**src/rtl/load_store_unit_pkg.sv**
```systemverilog
// Shared types for the load/store unit: bus widths, access sizes and FSM states.
// Optional feature macro used by this slice: LSU_MISALIGN_CHECK_EN.
package load_store_unit_pkg;

    typedef logic [31:0] addr_t;
    typedef logic [31:0] data_t;

    typedef enum logic [1:0] {
        LSU_BYTE = 2'b00,
        LSU_HALF = 2'b01,
        LSU_WORD = 2'b10
    } lsu_size_t;

    typedef enum logic [2:0] {
        IDLE,
        LOAD,
        RMW_READ,
        WRITE,
        RESP
    } lsu_state_t;

    // Drop the low address bits a naturally aligned access of this size cannot use.
    function automatic addr_t align_addr(input addr_t addr, input logic [1:0] size);
        addr_t aligned;
        aligned = addr;
        if (size == LSU_HALF) begin
            aligned[0] = 1'b0;
        end else if (size == LSU_WORD) begin
            aligned[1:0] = 2'b00;
        end
        return aligned;
    endfunction

endpackage

```
**src/rtl/load_store_unit_lane.sv**
```systemverilog
// Byte/half lane logic: extracts and extends load data, merges store data into an old word.
// Behaviour does not depend on LSU_MISALIGN_CHECK_EN; the caller supplies a usable offset.
module lsu_lane
    import load_store_unit_pkg::*;
(
    input  logic [31:0] word,
    input  logic [1:0]  offset,
    input  lsu_size_t   size,
    input  logic        is_unsigned,
    input  logic [31:0] wdata,
    output logic [31:0] load_data,
    output logic [31:0] merge_data
);

    logic [7:0]  byte_lane;
    logic [15:0] half_lane;
    logic [4:0]  bit_pos;

    assign bit_pos   = {offset, 3'b000};
    assign byte_lane = word[bit_pos +: 8];
    assign half_lane = offset[1] ? word[31:16] : word[15:0];

    always_comb begin
        load_data = word;
        case (size)
            LSU_BYTE: load_data = {{24{~is_unsigned & byte_lane[7]}}, byte_lane};
            LSU_HALF: load_data = {{16{~is_unsigned & half_lane[15]}}, half_lane};
            default:  load_data = word;
        endcase
    end

    always_comb begin
        merge_data = word;
        case (size)
            LSU_BYTE: merge_data[bit_pos +: 8] = wdata[7:0];
            LSU_HALF: begin
                if (offset[1]) begin
                    merge_data[31:16] = wdata[15:0];
                end else begin
                    merge_data[15:0] = wdata[15:0];
                end
            end
            default:  merge_data = wdata;
        endcase
    end

endmodule

```
**src/rtl/load_store_unit.sv**
```systemverilog
// Load/store unit adapting byte/half/word accesses onto a word-only memory port.
// Define LSU_MISALIGN_CHECK_EN to report misaligned accesses; otherwise they are force-aligned.
module load_store_unit
    import load_store_unit_pkg::*;
(
    input  logic        clk,
    input  logic        rst_n,
    input  logic        req_valid,
    output logic        req_ready,
    input  logic        req_write,
    input  logic [1:0]  req_size,
    input  logic        req_unsigned,
    input  logic [31:0] req_addr,
    input  logic [31:0] req_wdata,
    output logic        resp_valid,
    output logic [31:0] resp_rdata,
    output logic        resp_error,
    output logic [31:0] mem_address,
    output logic [31:0] mem_write_data,
    output logic        mem_write_enable,
    input  logic [31:0] mem_read_data
);

    lsu_state_t state, next_state;

    addr_t     addr_q;
    lsu_size_t size_q;
    logic      unsigned_q;
    logic      write_q;
    data_t     wdata_q;
    data_t     old_q;
    logic      error_q;
    data_t     rdata_q;

    logic      req_error;
    logic      misaligned;
    addr_t     accept_addr;
    data_t     lane_word;
    data_t     load_data;
    data_t     merge_data;

`ifdef LSU_MISALIGN_CHECK_EN
    assign misaligned  = ((req_size == LSU_HALF) && req_addr[0]) ||
                         ((req_size == LSU_WORD) && (req_addr[1:0] != 2'b00));
    assign accept_addr = req_addr;
`else
    assign misaligned  = 1'b0;
    assign accept_addr = align_addr(req_addr, req_size);
`endif

    assign req_error = (req_size == 2'b11) || misaligned;

    // The lane sees the live memory word when loading and the saved old word when merging.
    assign lane_word = (state == WRITE) ? old_q : mem_read_data;

    lsu_lane u_lane (
        .word        (lane_word),
        .offset      (addr_q[1:0]),
        .size        (size_q),
        .is_unsigned (unsigned_q),
        .wdata       (wdata_q),
        .load_data   (load_data),
        .merge_data  (merge_data)
    );

    always_ff @(posedge clk or negedge rst_n) begin
        if (!rst_n) begin
            state <= IDLE;
        end else begin
            state <= next_state;
        end
    end

    always_comb begin
        next_state = state;
        case (state)
            IDLE: begin
                if (req_valid) begin
                    if (req_error) begin
                        next_state = RESP;
                    end else if (!req_write) begin
                        next_state = LOAD;
                    end else if (req_size == LSU_WORD) begin
                        next_state = WRITE;
                    end else begin
                        next_state = RMW_READ;
                    end
                end
            end
            LOAD:     next_state = RESP;
            RMW_READ: next_state = WRITE;
            WRITE:    next_state = RESP;
            RESP:     next_state = IDLE;
            default:  next_state = IDLE;
        endcase
    end

    always_ff @(posedge clk or negedge rst_n) begin
        if (!rst_n) begin
            addr_q     <= '0;
            size_q     <= LSU_BYTE;
            unsigned_q <= 1'b0;
            write_q    <= 1'b0;
            wdata_q    <= '0;
            old_q      <= '0;
            error_q    <= 1'b0;
            rdata_q    <= '0;
        end else begin
            case (state)
                IDLE: begin
                    if (req_valid) begin
                        addr_q     <= accept_addr;
                        size_q     <= lsu_size_t'(req_size);
                        unsigned_q <= req_unsigned;
                        write_q    <= req_write;
                        wdata_q    <= req_wdata;
                        error_q    <= req_error;
                        rdata_q    <= '0;
                    end
                end
                LOAD:     rdata_q <= load_data;
                RMW_READ: old_q   <= mem_read_data;
                default: ;
            endcase
        end
    end

    // Outside WRITE the memory sees its own read data, so address-triggered registers stay put.
    always_comb begin
        req_ready        = (state == IDLE);
        resp_valid       = (state == RESP);
        resp_error       = (state == RESP) && error_q;
        resp_rdata       = rdata_q;
        mem_address      = '0;
        mem_write_enable = 1'b0;
        mem_write_data   = mem_read_data;
        case (state)
            LOAD, RMW_READ: mem_address = {addr_q[31:2], 2'b00};
            WRITE: begin
                mem_address      = {addr_q[31:2], 2'b00};
                mem_write_enable = write_q;
                mem_write_data   = merge_data;
            end
            default: ;
        endcase
    end

endmodule

```
**config.mk**
```make
export PLATFORM = sky130hd
export DESIGN_NAME = load_store_unit
export DESIGN_NICKNAME = d
export VERILOG_FILES = /design/src/rtl/load_store_unit_pkg.sv /design/src/rtl/load_store_unit_lane.sv /design/src/rtl/load_store_unit.sv
export SDC_FILE = /design/constraint.sdc
export NUM_CORES = 1
export LEC_CHECK = 0
export ABC_AREA = 1
export ABC_CLOCK_PERIOD_IN_PS = 2500
export CAP_MARGIN = 20
export CORE_UTILIZATION = 45
export DETAILED_ROUTE_END_ITERATION = 12
export GPL_ROUTABILITY_DRIVEN = 1
export PLACE_DENSITY = 0.77
export SYNTH_ARGS = -nofsm -noshare
export SYNTH_HDL_FRONTEND = slang
export SYNTH_SLANG_ARGS = --single-unit
export TNS_END_PERCENT = 5
```
**constraint.sdc**
```tcl
create_clock -name clk -period 2.5 [get_ports clk]
set_input_delay 0.5 -clock clk [delete_from_list [all_inputs] [get_ports clk]]
set_output_delay 0.5 -clock clk [all_outputs]
set_load 0.01 [all_outputs]
```
Yosys cells after proc, flatten, opt, wreduce, memory -nomap -nowiden
Index checks and enable logic that the tools add are counted.

word-level totals
  latch bits = 0
  ROM bits = 0
  memories = 0
  bits in registers = 136
  logic and storage cells = 53
  bits in writable memories = 0

cells by class
  shift-type cells = 3
  reductions and logical operators = 8
  add/subtract/negate cells = 1
  $mul = 0
  divide/modulo/power cells = 0
  equal/unequal tests = 9
  magnitude comparators = 0
  bitwise gates (word level) = 3
  multiplexer cells = 20

operators with widths
  operator                                              number
  case mux 32 bit (2 select lines)                      3
  two-way mux 32 bit                                    4
  two-way mux 16 bit                                    3
  bitwise mux 32 bit                                    1
  variable shift 8 x 7 -> 32 bit, first input constant  1
  indexed part select 32 x 6 -> 8 bit                   1
  indexed part select 8 x 7 -> 32 bit                   1
  case mux 3 bit (3 select lines)                       1
  negator 5 -> 7 bit                                    1
  equality test 3 x 2 -> 1 bit, second input constant   2
  two-way mux 3 bit                                     2
  equality test 2 x 1 -> 1 bit, second input constant   2
  equality test 2 bit, second input constant            2
  two-way mux 1 bit                                     4
  two-way mux 2 bit                                     2
  AND reduction 2 bit                                   2
  equality test 3 x 1 -> 1 bit, second input constant   1
  equality test 3 bit, second input constant            1
  zero test 3 bit                                       1
  OR reduction 3 bit                                    1
  AND 1 bit                                             2
  zero test 2 bit                                       1
  inequality test 2 bit, second input constant          1
  nonzero test 2 bit                                    1
  other kinds (3)                                       3

Longest topological paths before layout
Gate-level depths: netlist of the first run.

  word-level depth = 6
  depth in mapped cells = 14
  gate-level depth less buffers = 12

Hierarchy
From an unflattened synthesis of the first run, not the netlist that was laid out.

second synthesis, totals
  cells, all modules = 1175
  area, all modules = 8150.3 um^2

by module, submodules not included
  module           times used  cells an instance  area an instance (um^2)  sequential area each (um^2)
  load_store_unit  1           773                6164.7                   3403.3
  lsu_lane         1           402                1985.7                   0.0

Worst setup path before layout of the first run
OpenSTA, ideal clock, no wires.

  path type = reg-to-output
  start point = register addr_q[1]
  end point = output mem_write_data[24]
  slack = -198 ps
  data required time = 2000 ps
  stages on the path, launching flop included = 13
  data arrival time = 2198 ps
  cells stage by stage = dfrtp_1 > buf_4 > inv_1 > buf_2 > buf_2 > ha_1 > inv_1 > nand2_1 > o31ai_1 > o21ai_0 > o21ai_0 > nand2_1 > nand2_1

on the way
  cells in the longest elaborated chain, start to end = 5
  elaborated cells on any way between the ends = 7
  those cells by class = add/sub (1); shift (2); mux (4)

RTL lines
  what                                                                                   RTL line                    RTL
  start: declaration                                                                     load_store_unit.sv:26       addr_t addr_q;
  start signal: assignment                                                               load_store_unit.sv:112      addr_q <= accept_addr;
  negator 5 -> 7 bit                                                                     load_store_unit_lane.sv:35  LSU_BYTE: merge_data[bit_pos +: 8] = wdata[7:0];
  indexed part select 8 x 7 -> 32 bit or variable shift 8 x 7 -> 32 bit (tied branches)  load_store_unit_lane.sv:35
  bitwise mux 32 bit                                                                     load_store_unit_lane.sv:35
  case mux 32 bit (2 select lines) (*)                                                   load_store_unit_lane.sv:34  case (size)
  two-way mux 32 bit (*)                                                                 load_store_unit.sv:137      case (state)
  end: declaration                                                                       load_store_unit.sv:19       output logic [31:0] mem_write_data,

Mark *: on every way between the ends. The rest lies on a longest branch, timed or not.

Worst setup path in the final report of the first run
  start point = register addr_q[1]
  end point = output mem_write_data[18]

Same word-level chain as after synthesis.

==> run_results.csv, run 1 <==
group,metric,value,unit
die,die_w,134.8,um
clocking,cts_root_buf,"clkbuf_16",
synthesis,yosysSeqAreaShare,42.89,%
timing,setup_viol,32,
die,ios,203,
critical_path,rr_worst_depth,12,
critical_path,critPathArrivalTime,2250,ps
critical_path,path_class,"flop to output pin",
clocking,cts_tree,"yes",
synthesis,synth_top_cell_by_area,"dfrtp_1",
critical_path,r2r_start,"state[0]$_DFFE_PN0P_",
clocking,hold_buffers,0,
critical_path,cp-end-kind,"output pin",
synthesis,async_reset_ff_share,100.0,%
placement,dp_cells,1583,
placement,gp_congestion,1.045,
outcome,outcome,"complete, but fails checks",
timing,fmax,363.8,MHz
timing,finalCritPeriodShare,109.9,%
placement,io_buffers,200,
synthesis,syn_avg_cell_area,7.220,um2
synthesis,yosysUniqueCellTypes,40,
layout,area_growth,51.34,%
die,die_h,134.8,um
detailed_routing,antenna_left,0,
clocking,cts_sinks,136,
critical_path,crit_fanout,5,
die,dieArea,18170,um2
timing,clock_skew,8.519,ps
timing,max_slew_margin,58.79,%
clocking,cts_buffer_depth,2,
detailed_routing,viasPerCell,5.403,
detailed_routing,wl_per_cell,18.01,um
critical_path,startpoint_type,"flop",
timing,hold_viol_final,0,
global_routing,grt_use_total,33.15,%
pwr,powerDensity,1277,nW/um2
global_routing,antenna_found_initial,1,
synthesis,synth_ff_type,"dfrtp_1",
job,max_cap_violations,0,
detailed_routing,drt_iter0_drc,785,
worst_hold_path,min_path_type,"input pin to asynchronous set/reset pin",
synthesis,syn_inst,1099,
clocking,clk_pin_slew,60,ps
die,row_count,48,
die,core,17240,um2
pwr,ir_drop,0.6948,mV
outcome,violations,"setup timing",
timing,final_max_slew_viol_count,0,
pwr,p_leak,5.925,nW
layout,drive_above_1_share,27.46,%
global_routing,grt_pass1_vias,8693,
synthesis,synth_top_area_share,42.89,%
critical_path,required,2000,ps
global_routing,grt_max_degree,53,
critical_path,r2r_slack,450,ps
pwr,p_total,0.01534,W
synthesis,synth.area.top_cells,"dfrtp_1 43%, nand2_1 19%, o21ai_0 10%",
detailed_routing,drc_errors,0,
layout,finish.net_count,1517,
timing,rsz0062_at_grt,"yes",
clocking,htreeDepth,4,
synthesis,synthesis.area,7935,um2
clocking,clk_latency,420,ps
synthesis,synth-edff-count,0,
critical_path,timing.rr.end,"resp_rdata[30]$_DFFE_PN0P_",
synthesis,ys_top_cells_by_count,"393 x nand2_1, 162 x o21ai_0, 136 x dfrtp_1, 103 x inv_1, 54 x nor2_1",
placement,dp_hpwl,20.90,mm
layout,final_cells,1646,
global_routing,grt_pass1_wl,45.63,mm
detailed_routing,drt_first_pass_iters,7,
timing,tightest_slew,618.2,ps
clocking,cts_buffers,17,
synthesis,yosysMostFrequentCell,"nand2_1",
synthesis,synth-seq-cells,136,
detailed_routing,drt_wl_total,29.64,mm
die,start_util,46.04,%
timing,min_period,2749,ps
global_routing,grt_overflow,0,
timing,fin_ws,-248.6,ps
detailed_routing,vias,8894,
synthesis,yosys_warnings,0,
[cell families (layout without fill, tap and decap cells)]
logic type | Yosys count | after routing | synth area share (%)
buffers and inverters | 179 | 498 | 9.918
adder cells (fa/ha/maj) | 5 | 5 | 0.7884
AO/OA/AOI/OAI | 243 | 243 | 16.81
flip-flops | 136 | 136 | 42.89
multiplexers | 18 | 18 | 2.554
other | 1 | 3 | 0.04726
AND/OR/NAND/NOR | 517 | 518 | 26.99
[per-layer routing]
layer | routed length [um] | up-vias | global-route usage [%]
met1 | 11570 | 4129 | 39.65
met3 | 2556 | 126 | 7.470
met4 | 1974 | 0 | 22.97
met2 | 13540 | 499 | 53.06
met5 | 0 | - | 0.5556
li1 | - | 4140 | -
[registers in the layout, indices dropped and copies added, names as in the netlist]
name / count
addr_q: 32
write_q: 1
old_q: 32
size_q: 2
wdata_q: 32
unsigned_q: 1
state: 3
resp_rdata: 32
error_q: 1
[layout by cell type (no fill, tap or decap), drive strengths merged, types with 24 or more instances in the layout]
cell	n
nand2	412
o21ai	189
a21oi	24
nor2	58
dfrtp	136
clkbuf	25
inv	114
clkdlybuf4s50	133
buf	202
nand3	30
[area by class of cell]
cell class	count	area [um2]
Timing Repair Buffer	353	3126
Tap cell	225	281.5
Clock buffer	23	488.0
Clock inverter	7	93.84
Multi-Input combinational cell	786	4161
Sequential cell	136	3406
Antenna cell	1	2.502
Fill cell	1445	5228
Inverter	115	450.4
[through the flow]
step | hold WS (ps) | cell area [um2] | setup WS [ps] | TNS, ps | utilization, %
after global routing | 40.67 | 12010 | -365.8 | -8155 | 69.66
after floorplan | 204.4 | 7963 | -4.574 | -9.140 | -
after CTS | 23.40 | 11840 | -193.7 | -3980 | 68.70
after global placement | 460.3 | 10870 | -741.0 | -6149 | 63.04
final | 17.85 | 12010 | -248.6 | -5313 | 69.67
after detailed placement | 466.2 | 10870 | -733.0 | -6424 | 63.04
[critical path, cell delays in order, from the launching register on]
cell	delay, ps
dfrtp_1	390
inv_2	90
ha_4	350
nand2_2	90
buf_4	140
o31ai_2	200
o21ai_1	130
o21ai_1	170
nand2_1	70
nand2_1	70
buf_2	120
[worst max path at each step]
stage,startpoint,slack [ps],cells after the start,endpoint
after floorplan,addr_q[1]$_DFFE_PN0P_,-5,12,mem_write_data[19]
after global placement,mem_read_data[10],-740,8,mem_write_data[10]
after detailed placement,mem_read_data[10],-730,8,mem_write_data[10]
after CTS,addr_q[1]$_DFFE_PN0P_,-190,12,mem_write_data[7]
after global routing,addr_q[1]$_DFFE_PN0P_,-370,10,mem_write_data[18]
final,addr_q[1]$_DFFE_PN0P_,-250,10,mem_write_data[18]
[repair_timing]
item | in CTS | in global routing
pin swaps | 16 | 13
gates resized for setup | 352 | 47
hold endpoints to repair | 0 | 0
buffers inserted | 25 | 3
cloned | 5 | 0
endpoints found under the setup margin | 64 | 34
[power breakdown]
group	switching, W	internal [W]	leakage, nW	total (W)
combinational	0.00527	0.00373	3.95	0.00901
clock	0.000934	0.00156	0.281	0.00249
sequential	0.000577	0.00326	1.70	0.00384
total	0.00678	0.00855	5.92	0.0153
Note: power is estimated with default switching activity, not from simulation.
==> run 2, diff against run 1 <==
- CORE_MARGIN: default -> 4
- CTS_BUF_LIST: default -> sky130_fd_sc_hd__clkbuf_16
==> run 2 against run 1 <==
  * The flow still finishes with violations (setup timing)
  * Final area up 0.83%
  * Flip-flop and latch count unchanged
  * Setup slack better by 89 ps
  * Final cell count up 0.79%
  * Register-to-register slack worse by 70 ps
  * Clock power up 2%
  * Clock-buffer cell count down 6
  * Non-clock buffer count up 13
  * Power down 0.99%
  * First-iteration DRC count up 9.7%
  * Die area up 9.1%
  * Highest routed layer unchanged
==> run_results.csv, run 2 (synthesis gave the netlist of run 1 again) <==
group,metric,value,unit
timing,min_period,2659,ps
global_routing,grt_overflow,0,
detailed_routing,antenna_left,0,
timing,setup_viol,31,
timing,clock_skew,8.708,ps
layout,final_cell_mix,"377 x nand2_1, 138 x buf_4, 134 x dfrtp_1",
detailed_routing,drc_errors,0,
detailed_routing,wl_per_cell,18.02,um
layout,final_common_cell,"nand2_1",
timing,fin_ws,-159.3,ps
global_routing,use_met3,6.140,%
global_routing,grt_pass1_wl,46.00,mm
critical_path,critPathMaxStageDelay,360,ps
placement,io_buffers,200,
layout,design_area,12110,um2
global_routing,grt_most_used_layer,"met2",
layout,area_growth,52.60,%
timing,final_max_slew_viol_count,0,
layout,drive_above_1_share,26.99,%
outcome,violations,"setup timing",
pwr,p_int,0.008379,W
global_routing,grt_pass1_vias,8535,
die,dieArea,19820,um2
pwr,power.share.sequential,25.2,%
timing,fmax,376.0,MHz
clocking,hold_buffers,0,
critical_path,rr_worst_depth,7,
detailed_routing,drt_first_pass_iters,5,
die,die_h,140.8,um
placement,dp_hpwl,22.66,mm
detailed_routing,viasPerCell,5.294,
worst_hold_path,min_path_type,"input pin to asynchronous set/reset pin",
placement,place_area,11020,um2
clocking,cts_buffers,17,
detailed_routing,drt_iter0_drc,861,
clocking,cts_tree,"yes",
global_routing,grt_util_met1,37.27,%
die,row_count,48,
clocking,cts_root_buf,"clkbuf_16",
pwr,p_leak,6.016,nW
layout,final_cells,1659,
die,die_w,140.8,um
critical_path,crit_path_top_delay_cell,"dfrtp_1",
clocking,cts_buffer_depth,2,
global_routing,met2_usage,49.67,%
die,ios,203,
layout,finish.net_count,1529,
critical_path,required,2000,ps
timing,hold_viol_final,0,
pwr,ir_drop,0.7530,mV
clocking,cts_sinks,136,
pwr,combPwrFrac,58.0,%
pwr,powerDensity,1254,nW/um2
job,max_cap_violations,0,
die,start_util,45.88,%
placement,dp_cells,1602,
global_routing,antenna_found_initial,0,
critical_path,path_class,"flop to output pin",
clocking,htreeDepth,4,
pwr,p_sw,0.006806,W
critical_path,cp-end-kind,"output pin",
critical_path,critical_path.top_delay_family,"buffers and inverters",
timing,max_slew_margin,45.20,%
critical_path,critPathArrivalTime,2160,ps
critical_path,worstPathCellList,"inv_2, ha_4, inv_4, buf_6, a31oi_4, buf_6, o21ai_2, nand2_1, o21ai_2, buf_2",
clocking,clk_pin_slew,70,ps
clocking,clk_latency,420,ps
critical_path,critical_path_depth,10,
global_routing,grt_max_degree,69,
detailed_routing,drt_wl_total,29.89,mm
critical_path,path_buf_inv,5,
timing,finalCritPeriodShare,106.4,%
outcome,outcome,"complete, but fails checks",
critical_path,crit_fanout,4,
detailed_routing,vias,8783,
die,core,17300,um2
placement,gp_congestion,1.019,
pwr,pwr-share-clk,16.8,%
layout,nFillCells,1448,
layout,antenna_cells,0,
timing,rsz0062_at_grt,"yes",
global_routing,grt_use_total,29.87,%
timing,tightest_slew,819.0,ps
critical_path,startpoint_type,"flop",
pwr,p_sw_share,44.82,%
run 2: changes by cell type in the layout (fill, tap and decap cells not counted), moves of 4 or more:
cell | previous run | this run
nand2_2 | 34 | 28
clkbuf_2 | 2 | 20
nand2_1 | 373 | 377
inv_6 | 1 | 6
clkbuf_8 | 4 | 0
buf_6 | 13 | 19
buf_2 | 49 | 23
clkdlybuf4s15_1 | 0 | 8
buf_4 | 129 | 138
clkdlybuf4s15_2 | 9 | 3
run 2: final timing paths:
| check | from | endpoint | slack (ps) |
|---|---|---|---|
| worst max-delay path | addr_q[1]$_DFFE_PN0P_ | mem_write_data[1] | -160 |
| worst min register to register | wdata_q[21]$_DFFE_PN0P_ | wdata_q[21]$_DFFE_PN0P_ | 480 |
| min in group clk | wdata_q[21]$_DFFE_PN0P_ | wdata_q[21]$_DFFE_PN0P_ | 480 |
| worst min-delay path | rst_n | old_q[0]$_DFFE_PN0N_ | 70 |
| max in group asynchronous | rst_n | resp_rdata[10]$_DFFE_PN0P_ | 1660 |
| worst max register to register | size_q[1]$_DFFE_PN0P_ | resp_rdata[3]$_DFFE_PN0P_ | 380 |
run 2: through the flow:
stage / util (%) / hold WS, ps / setup slack [ps] / power, W / TNS, ps
after detailed placement: 63.72 / 465.4 / -487.9 / 0.01169 / -6515
after global routing: 70.01 / 118.2 / -268.8 / 0.01613 / -7142
after global placement: 63.72 / 464.4 / -483.7 / 0.01157 / -6248
after CTS: 69.02 / 84.52 / -217.8 / 0.01476 / -4282
final: 70.01 / 73.44 / -159.3 / 0.01519 / -3654
after floorplan: - / 204.4 / -4.574 / 0.008108 / -9.140
run 2: power groups by stage:
stage,clock network (W),logic (W),registers [W]
6_report,0.00255,0.00881,0.00382
4_1_cts,0.00258,0.00837,0.00380
5_1_grt,0.00268,0.00951,0.00394
3_3_place_gp,0,0.00779,0.00378
2_1_floorplan,0,0.00434,0.00377
3_5_place_dp,0,0.00787,0.00383
run 2: repair_timing:
| item | in CTS | in global routing |
|---|---|---|
| endpoints found under the setup margin | 64 | 64 |
| resized for setup | 239 | 125 |
| cloned | 1 | 1 |
| pin swaps | 18 | 33 |
| setup buffers | 17 | 10 |
run 2: final cells by class:
| cell class | count | area [um2] | share of cell area [%] |
|---|---|---|---|
| sequential | 136 | 3406 | 28.13 |
| inverter | 115 | 447.9 | 3.699 |
| clock buffer | 17 | 425.4 | 3.513 |
| tap | 225 | 281.5 | 2.325 |
| clock inverter | 15 | 162.7 | 1.343 |
| timing repair buffer | 366 | 3241 | 26.76 |
| multi-input combinational | 785 | 4145 | 34.23 |
run 2: per-layer routing:
metal / share of wire (%) / up-vias
li1: - / 4166
met1: 40 / 4125
met2: 48 / 417
met3: 7.9 / 75
met4: 4.7 / 0
met5: 0 / -
==> RTL edit (flow settings as in run 2) <==
The option `LSU_MISALIGN_CHECK_EN` is turned on by a define.
--- a/src/rtl/load_store_unit.sv
+++ b/src/rtl/load_store_unit.sv
@@ -1,5 +1,7 @@
 // Load/store unit adapting byte/half/word accesses onto a word-only memory port.
 // Define LSU_MISALIGN_CHECK_EN to report misaligned accesses; otherwise they are force-aligned.
+`define LSU_MISALIGN_CHECK_EN
+
 module load_store_unit
     import load_store_unit_pkg::*;
 (
Formal check against the unedited RTL: not equivalent (a bounded check fails within 4 cycles, from zero or initial values and one cycle with rst_n low).
==> RTL edit against run 2 <==
  * Power shrank 0.89%
  * First-iteration DRC count is 4.9% higher
  * Utilization is 0.26 points higher
  * Wire length fell by 2.9%
  * Final area is 2.7% lower
  * Register-to-register slack better by 0.09 ns
  * Sequential share of layout area up 0.77 points
  * Die area down 2.0%
  * The run still ends with setup timing left
  * Cell count rose by 0.48%
  * Combinational power is 3.2% lower
  * Sequential cell count unchanged
  * Synthesized area decreased by 2.2%
  * Worst setup slack got worse by 0.049 ns
  * Critical path type unchanged
==> RTL edit: results <==
{
  "status": "finished with violations",
  "violations": "setup timing",
  "antenna_cells": 0,
  "cp.arrival_ns": 2.21,
  "grt_pass1_vias": 8597,
  "buf_share": 0.264,
  "cp_top_family": "compound AO/OA/AOI/OAI gates",
  "slew_headroom": 0.492,
  "vias_per_cell": 5.31,
  "internal_power_mw": 8.35,
  "muxShareOfSynthArea": 0,
  "setup_viol": 32,
  "irDropWorstVdd_v": 0.000821,
  "dr_wl_met2_mm": 13.5,
  "signal_buffers": 345,
  "synthTopCellsByArea": "dfrtp_1, nand2_1, o21ai_0",
  "yosysSeqAreaShare": 0.438,
  "worst_slack_ns": -0.209,
  "track_usage": 0.294,
  "nFillCells": 1406,
  "synthFlopType": "dfrtp_1",
  "p_leak_nw": 6.05,
  "synthTopCellsByCount": "nand2_1, o21ai_0, dfrtp_1",
  "antenna_found_initial": 0,
  "routed_wirelength_mm": 29.0,
  "firstDrtPassIters": 5,
  "seq_share": 0.289,
  "clkCellAreaFrac": 0.0531,
  "hold_class": "primary input to async pin",
  "synth_fa_ha_area_frac": 0.00806,
  "finalClockSkew_ns": 0.00760,
  "initialDrtViolationCount": 903,
  "drive_gt1_frac": 0.199,
  "met3_usage": 0.0679,
  "inv_count": 112,
  "multi_input_area_share": 0.334,
  "ctsResizeCount": 238,
  "use_met2": 0.480,
  "synthCells": 1132,
  "postCtsSetupBuffers": 8,
  "drt-met1-wl_mm": 11.3,
  "grt_use_met1": 0.377,
  "synth_cell_types": 36,
  "reg2reg_depth": 12,
  "detailed_place_hpwl_mm": 21.5,
  "clk_latency_ns": 0.43,
  "dp.cells": 1626,
  "grt_pass1_wl_mm": 45.4,
  "root_buffer": "clkbuf_16",
  "gp_congestion": 0.962,
  "route.met3.wl_mm": 2.92,
  "stdcell_count": 1667,
  "final_nets": 1542,
  "multi_input_cells": 822,
  "grt_max_degree": 78,
  "synth-compound-area-share": 0.165
}
[RTL edit: cell types whose count changed after synthesis, sizes merged, moves of 4 or more]
cell | before | now
nand2 | 412 | 469
mux2 | 18 | 0
buf | 40 | 28
clkbuf | 24 | 35
o21ai | 189 | 178
o211ai | 10 | 3
nand3 | 29 | 35
o22ai | 6 | 10
[RTL edit: power by group through the flow]
| stage | Sequential, mW | Combinational [mW] | Clock [mW] |
|---|---|---|---|
| after floorplan | 3.76 | 4.18 | 0 |
| after global placement | 3.79 | 7.75 | 0 |
| after detailed placement | 3.82 | 7.86 | 0 |
| after CTS | 3.81 | 8.19 | 2.72 |
| after global routing | 3.93 | 9.30 | 2.81 |
| final | 3.83 | 8.53 | 2.70 |
[RTL edit: stage by stage]
stage | worst slack [ns] | total power [mW] | setup TNS (ns) | hold slack (ns) | instance area, µm²
global route | -0.340 | 16.0 | -7.91 | 0.0446 | 11800
finish | -0.209 | 15.1 | -4.30 | 0.0127 | 11800
floorplan | -0.0111 | 7.94 | -0.0254 | 0.204 | 7770
CTS | -0.202 | 14.7 | -4.43 | 0.0228 | 11700
detailed placement | -0.332 | 11.7 | -6.22 | 0.459 | 10900
global placement | -0.358 | 11.5 | -5.79 | 0.454 | 10900
[RTL edit: worst paths after layout]
| kind | start | to | slack [ns] |
|---|---|---|---|
| max in group asynchronous | rst_n | resp_rdata[2] | 1.89 |
| hold reg to reg | wdata_q[30] | wdata_q[30] | 0.47 |
| hold / removal | rst_n | resp_rdata[20] | 0.01 |
| setup / recovery | addr_q[1] | mem_write_data[23] | -0.21 |
| min in group clk | wdata_q[30] | wdata_q[30] | 0.47 |
| setup reg to reg | state[1] | resp_rdata[30] | 0.47 |
